$ cat src/rtl/controle_divisor8_pkg.sv
// controle_divisor8_pkg
//   Shared definitions for the sequential restoring divider: FSM state
//   encoding, default widths and the quotient reported for a zero divisor.
package controle_divisor8_pkg;

    localparam int WIDTH_DEF = 8;
    localparam int CNT_W_DEF = 4;
    localparam int MAX_WIDTH = 64;

    typedef enum logic [1:0] {
        IDLE = 2'd0,
        CALC = 2'd1,
        FIM  = 2'd2
    } state_t;

    // Quotient reported for a zero divisor: all ones, sliced to WIDTH by users.
    localparam logic [MAX_WIDTH-1:0] QUO_DIV_ZERO = '1;

endpackage

$ cat src/rtl/controle_divisor8_if.sv
// controle_divisor8_if
//   Requester-side handshake and operand/result bus of the divider.
//   master : requester (drives start and operands, receives status/results)
//   slave  : divider   (receives start and operands, drives status/results)
//   start            request, sampled only while the divider is idle
//   dividendo/divisor operands, captured when start is accepted
//   busy/done        run in progress / one-cycle completion pulse
//   div_zero         completed run had a zero divisor
//   quociente/resto  results, held until the next accepted start
interface controle_divisor8_if
    import controle_divisor8_pkg::*;
#(
    parameter int WIDTH = WIDTH_DEF
);

    logic             start;
    logic [WIDTH-1:0] dividendo;
    logic [WIDTH-1:0] divisor;
    logic             busy;
    logic             done;
    logic             div_zero;
    logic [WIDTH-1:0] quociente;
    logic [WIDTH-1:0] resto;

    modport master (
        output start, dividendo, divisor,
        input  busy, done, div_zero, quociente, resto
    );

    modport slave (
        input  start, dividendo, divisor,
        output busy, done, div_zero, quociente, resto
    );

endinterface

$ cat src/rtl/controle_divisor8_sub_borrow_n.sv
// sub_borrow_n
//   Combinational WIDTH-bit subtractor. s = a - b on WIDTH+1 bits; s[WIDTH]
//   is the borrow (1 when a < b).
//   a, b : WIDTH-bit unsigned operands
//   s    : WIDTH+1-bit result, borrow in the MSB
module sub_borrow_n
    import controle_divisor8_pkg::*;
#(
    parameter int WIDTH = WIDTH_DEF
) (
    input  logic [WIDTH-1:0] a,
    input  logic [WIDTH-1:0] b,
    output logic [WIDTH:0]   s
);

    // Zero-extending both operands makes the extra MSB the borrow out.
    assign s = {1'b0, a} - {1'b0, b};

endmodule

$ cat src/rtl/controle_divisor8.sv
// controle_divisor8
//   Sequential restoring divider. One shared subtractor is reused for WIDTH
//   iterations to produce an unsigned quotient and remainder.
//   clk   : rising-edge clock
//   rst_n : asynchronous active-low reset, discards any run in progress
//   bus   : start/busy/done handshake, operands and results (slave side)
module controle_divisor8
    import controle_divisor8_pkg::*;
#(
    parameter int WIDTH = WIDTH_DEF,
    parameter int CNT_W = CNT_W_DEF   // needs 2**CNT_W > WIDTH
) (
    input  logic                clk,
    input  logic                rst_n,
    controle_divisor8_if.slave  bus
);

    state_t           state, state_next;
    logic [WIDTH-1:0] r_q, q_q, d_q;
    logic [WIDTH-1:0] quo_q, rem_q;
    logic             dz_q;
    logic [CNT_W-1:0] cnt_q;

    logic [WIDTH:0]   p;       // partial remainder shifted left with next dividend bit
    logic [WIDTH:0]   s;       // p[WIDTH-1:0] - D, borrow in MSB
    logic             ge;      // p >= D: quotient bit for this iteration
    logic [WIDTH-1:0] r_next;
    logic [WIDTH-1:0] q_next;
    logic             accept;
    logic             last;

    assign accept = (state == IDLE) && bus.start;
    assign last   = (cnt_q == CNT_W'(WIDTH - 1));

    assign p = {r_q, q_q[WIDTH-1]};

    sub_borrow_n #(.WIDTH(WIDTH)) u_sub (
        .a (p[WIDTH-1:0]),
        .b (d_q),
        .s (s)
    );

    // If p overflowed into bit WIDTH it is certainly >= D, even though the
    // truncated subtraction reports a borrow.
    assign ge     = p[WIDTH] | ~s[WIDTH];
    assign r_next = ge ? s[WIDTH-1:0] : p[WIDTH-1:0];
    assign q_next = {q_q[WIDTH-2:0], ge};

    // NOTE: sequential state uses non-blocking assignments so every register
    // samples pre-edge values regardless of statement order.
    always_ff @(posedge clk or negedge rst_n) begin
        if (!rst_n) state <= IDLE;
        else        state <= state_next;
    end

    // NOTE: next state is defaulted before the case so no path leaves it
    // unassigned, which would otherwise infer a latch.
    always_comb begin
        state_next = state;
        case (state)
            IDLE: if (bus.start) state_next = (bus.divisor == '0) ? FIM : CALC;
            CALC: if (last)      state_next = FIM;
            FIM:                 state_next = IDLE;
            default:             state_next = IDLE;
        endcase
    end

    // NOTE: every datapath register is a flop (no memory arrays), so all of
    // them are cleared by the asynchronous reset.
    always_ff @(posedge clk or negedge rst_n) begin
        if (!rst_n) begin
            r_q   <= '0;
            q_q   <= '0;
            d_q   <= '0;
            cnt_q <= '0;
            quo_q <= '0;
            rem_q <= '0;
            dz_q  <= 1'b0;
        end else if (accept) begin
            d_q   <= bus.divisor;
            q_q   <= bus.dividendo;
            r_q   <= '0;
            cnt_q <= '0;
            if (bus.divisor == '0) begin
                quo_q <= QUO_DIV_ZERO[WIDTH-1:0];
                rem_q <= bus.dividendo;
                dz_q  <= 1'b1;
            end else begin
                quo_q <= '0;
                rem_q <= '0;
                dz_q  <= 1'b0;
            end
        end else if (state == CALC) begin
            r_q   <= r_next;
            q_q   <= q_next;
            cnt_q <= cnt_q + 1'b1;
            // Results are published on the edge entering FIM so they are
            // already valid in the cycle done is high.
            if (last) begin
                quo_q <= q_next;
                rem_q <= r_next;
            end
        end
    end

    assign bus.busy      = (state != IDLE);
    assign bus.done      = (state == FIM);
    assign bus.div_zero  = dz_q;
    assign bus.quociente = quo_q;
    assign bus.resto     = rem_q;

endmodule

$ cat src/flat_wrapper.sv
// flat-port wrapper written by rule: the top's interface ports become plain ports
module controle_divisor8_flat import controle_divisor8_pkg::*;
#(
    parameter int WIDTH = WIDTH_DEF,
    parameter int CNT_W = CNT_W_DEF                            
)
  (clk, rst_n, bus_start, bus_dividendo, bus_divisor, bus_busy, bus_done, bus_div_zero, bus_quociente, bus_resto);
  controle_divisor8_if #(.WIDTH(WIDTH)) bus_i ();
  input  logic clk;
  input  logic rst_n;
  input wire logic [$bits(bus_i.start)-1:0] bus_start;
  input wire logic [$bits(bus_i.dividendo)-1:0] bus_dividendo;
  input wire logic [$bits(bus_i.divisor)-1:0] bus_divisor;
  output wire logic [$bits(bus_i.busy)-1:0] bus_busy;
  output wire logic [$bits(bus_i.done)-1:0] bus_done;
  output wire logic [$bits(bus_i.div_zero)-1:0] bus_div_zero;
  output wire logic [$bits(bus_i.quociente)-1:0] bus_quociente;
  output wire logic [$bits(bus_i.resto)-1:0] bus_resto;
  assign bus_i.start = bus_start;
  assign bus_i.dividendo = bus_dividendo;
  assign bus_i.divisor = bus_divisor;
  assign bus_busy = bus_i.busy;
  assign bus_done = bus_i.done;
  assign bus_div_zero = bus_i.div_zero;
  assign bus_quociente = bus_i.quociente;
  assign bus_resto = bus_i.resto;
  controle_divisor8 #(.WIDTH(WIDTH), .CNT_W(CNT_W)) u_core (.clk(clk), .rst_n(rst_n), .bus(bus_i));
endmodule
$ cat config.mk
export PLATFORM = sky130hd
export DESIGN_NAME = controle_divisor8_flat
export DESIGN_NICKNAME = d
export VERILOG_FILES = /design/src/rtl/controle_divisor8_pkg.sv /design/src/rtl/controle_divisor8_if.sv /design/src/rtl/controle_divisor8_sub_borrow_n.sv /design/src/rtl/controle_divisor8.sv /design/src/flat_wrapper.sv
export SDC_FILE = /design/constraint.sdc
export NUM_CORES = 1
export LEC_CHECK = 0
export ABC_CLOCK_PERIOD_IN_PS = 3160
export CORE_MARGIN = 3
export CORE_UTILIZATION = 47
export CTS_BUF_LIST = sky130_fd_sc_hd__clkbuf_16
export DETAILED_ROUTE_END_ITERATION = 8
export PLACE_DENSITY = 0.71
export SETUP_SLACK_MARGIN = 0.02
export SYNTH_ARGS = -nofsm -noshare
export SYNTH_HDL_FRONTEND = slang
export SYNTH_SLANG_ARGS = --single-unit
$ cat constraint.sdc
create_clock -name clk -period 3.16 [get_ports clk]
set_clock_uncertainty 0.2 [all_clocks]
set_input_delay 0.632 -clock clk [delete_from_list [all_inputs] [get_ports clk]]
set_output_delay 0.632 -clock clk [all_outputs]
set_load 0.05 [all_outputs]
==> summary.md <==
| Metric | Value |
|---|---|
| Post-synth ARST share | 100% |
| Fill cells | 429 |
| Register area share after synthesis | 48.1% |
| Total Routed Length | 6110 um |
| Yosys top cell area share | 48.1% |
| Gate Count Post-Synth | 275 |
| Mean Syn Cell Area | 8.89 um^2 |
| Setup repair after global routing missed its margin | no |
| Die Area | 6110 um^2 |
| Cts bufs inserted | 5 |
| Std-Cell Rows | 25 |
| Clock transition at path regs | 0.06 ns |
| HP Class | in2async |
| Net switching power | 1.92 mW |
| Gr ovfl total | 0 |
| Fin Hold WS | 0.0443 ns |
| Vias in the first global route | 2173 |
| H-tree levels | 2 |
| Global-route wire length before repair | 10700 um |
| Wire length per cell | 16.1 um |
| Critical path's slowest cell | fa_1 |
| Routed Antenna Nets | 0 |
| Io pins | 38 |
| Synth area leader | dfrtp_1 |
| Setup violators final | 0 |
| Final #Nets | 341 |
| Max clock buf depth | 2 |
| Via density | 5.54 |
| Placed Instances | 372 |
| Vias | 2101 |
| Critical path launch point type | register |
| CTS tree | done |
| Synth Warn # | 0 |
| Initial core utilization | 50.1% |
| Global Route Usage Sum | 22.4% |
| Combinational share of power | 58.5% |
| Resized Gates After CTS | 0 |
| Max Cap Viol | 0 |
| Clock power frac | 14.5% |
| Starting DRT DRC Count | 218 |
| Die Ht | 78.1 um |
| Core area | 4880 um^2 |
| Peak supply drop | 679 uV |
| Min cycle time layout | 2.84 ns |
| Reg2Reg Setup Slack | 0.32 ns |
| Status | finished clean |
| Most Frequent Cell on Critical Path | inv_1 |
| Worst Path Max Fanout | 10 |
| Synth Cell Area | 2450 um^2 |
| Sequential share of power | 27.0% |
| Main synth FF type | dfrtp_1 |
| Drt first pass iters | 5 |
| Worst path cell trace | inv_1 > ha_1 > inv_1 > fa_1 > a21oi_1 > nor2_1 > or2_4 > a31oi_4 > mux2_2 > o21ai_0 |
| Slowest stage delay, CP | 0.41 ns |
| Largest net degree at the start of global routing | 34 |
| Synth cell types | 43 |
| Worst-Skew Late Latency | 0.29 ns |
| Most frequent cells after synthesis | nand2_1, dfrtp_1, nor2_1 |
| Flops & latches, synth | 47 |
| Final count of hold timing violations | 0 |
| Internal power | 2.17 mW |
| Syn Nets | 304 |
| Pwr/cell area | 1340 nW/um^2 |
| Placer's final routability congestion estimate | 0.889 |
| Hpwl dp | 4250 um |
| Synth top area cells | dfrtp_1, nand2_1, o21ai_0 |
| Worst EP arrival | 2.85 ns |
| Pleak | 1.34 nW |
| Post-CTS Setup Bufs | 0 |
| Fmax | 0.353 GHz |
| Clk root buf | clkbuf_16 |
| Post-synth EDFFs | 0 |
| Critical path type | reg2reg |
| Non-filler instance count after layout | 379 |
| Port bufs | 37 |
| Clock Sink Count | 47 |
| Die extent in x | 78.1 um |
| Actual slew at the worst max-slew pin | 0.684 ns |
| CP required | 3.17 ns |
| Net Sw Frac | 46.9% |
| Setup TNS | 0 ns |
| Final Max Tran Viols | 0 |
| Initial antenna violation count | 0 |
| Count leader, synth | nand2_1 |
| Final period util | 89.7% |
| Crit. End Element | register |
| N_diodes | 0 |
| Share of cells above drive strength 1 | 7.05% |
| Relative slew margins | 54.1% |
| # hold bufs at CTS | 0 |
| DRC viols | 0 |
| Layout area overhead | 25.1% |
metal layers:
metal  up-vias  share of wire (%)  GRT usage [%]
met2        55                 48           35.4
met5         -                  0              0
li1       1038                  -              -
met1      1003                 46           31.3
met3         5                5.3           4.93
met4         0                1.0           6.12
state kept, by name (all words and copies together) (netlist names):
register and flops:
u_core.state 2, u_core.bus.resto 8, u_core.q_q 8, u_core.bus.div_zero 1, u_core.r_q 8, u_core.d_q 8
u_core.cnt_q 4, u_core.bus.quociente 8
path summary, 6_finish.rpt:
check	startpoint	end	cells after the start
setup / recovery	u_core.q_q[7]	u_core.r_q[0]	10
hold / removal	rst_n	u_core.d_q[4]	1
setup reg to reg	u_core.q_q[7]	u_core.r_q[0]	10
hold reg to reg	u_core.bus.div_zero	u_core.bus.div_zero	1
max in group asynchronous	rst_n	u_core.bus.resto[3]	2
min in group clk	u_core.bus.div_zero	u_core.bus.div_zero	1
power by group through the flow:
stage / Clock, mW / Combinational, mW / Sequential [mW]
4_1_cts: 0.598 / 2.40 / 1.10
6_report: 0.595 / 2.39 / 1.11
2_1_floorplan: 0 / 1.43 / 1.41
5_1_grt: 0.633 / 2.66 / 1.15
3_3_place_gp: 0 / 2.32 / 1.10
3_5_place_dp: 0 / 2.37 / 1.11
per-stage QoR:
step           setup WS, ns  area [um^2]  util, %  total power [mW]
6_report              0.325         3060     62.7              4.09
3_3_place_gp          0.436         2900     59.4              3.42
2_1_floorplan         0.599         2450        -              2.83
5_1_grt               0.107         3060     62.7              4.44
4_1_cts               0.346         3060     62.7              4.10
3_5_place_dp          0.386         2900     59.4              3.47
cells in the final DEF, fill, tap and decap left out, drive strengths merged, types with 3 or more instances in the layout:
cell type      Yosys  layout
a31oi             17      17
mux2i              5       5
nand3             13      13
nor2b              3       3
clkdlybuf4s50      0      36
ha                 9       9
dfrtp             47      47
clkbuf            12       5
a22oi              4       4
nor3               7       7
nor2              27      27
o21ai             26      26
a211oi             3       3
inv               10      10
buf                3       9
nand2             48      48
a21oi             15      15
worst max-delay path, delay by kind of cell, from the launching register on:
kind,cells,cell delay [ns]
buffers and inverters,2,0.12
multiplexers,1,0.39
AND/OR/NAND/NOR,2,0.37
AO/OA/AOI/OAI,3,0.73
adder cells (fa/ha/maj),2,0.56
flip-flops,1,0.38
cells by family after synthesis:
logic type	count (synthesis)	share of synthesized area (%)
and+or+nand+nor	113	21.5
buffers and inverters	25	3.89
adders and majority gates	10	5.42
DFF	47	48.1
muxes	6	2.51
xor gates and xnor gates	2	0.716
AOI/OAI and AO/OA	72	17.9
final cells by class:
cell class	instances	area [um^2]	area share [%]
Sequential cell	47	1180	38.4
Clock inverter	2	37.5	1.23
Clock buffer	5	125	4.09
Timing Repair Buffer	45	425	13.9
Tap cell	67	83.8	2.74
Inverter	10	37.5	1.23
Multi-Input combinational cell	203	1170	38.4
(Power assumes the default switching activity.)
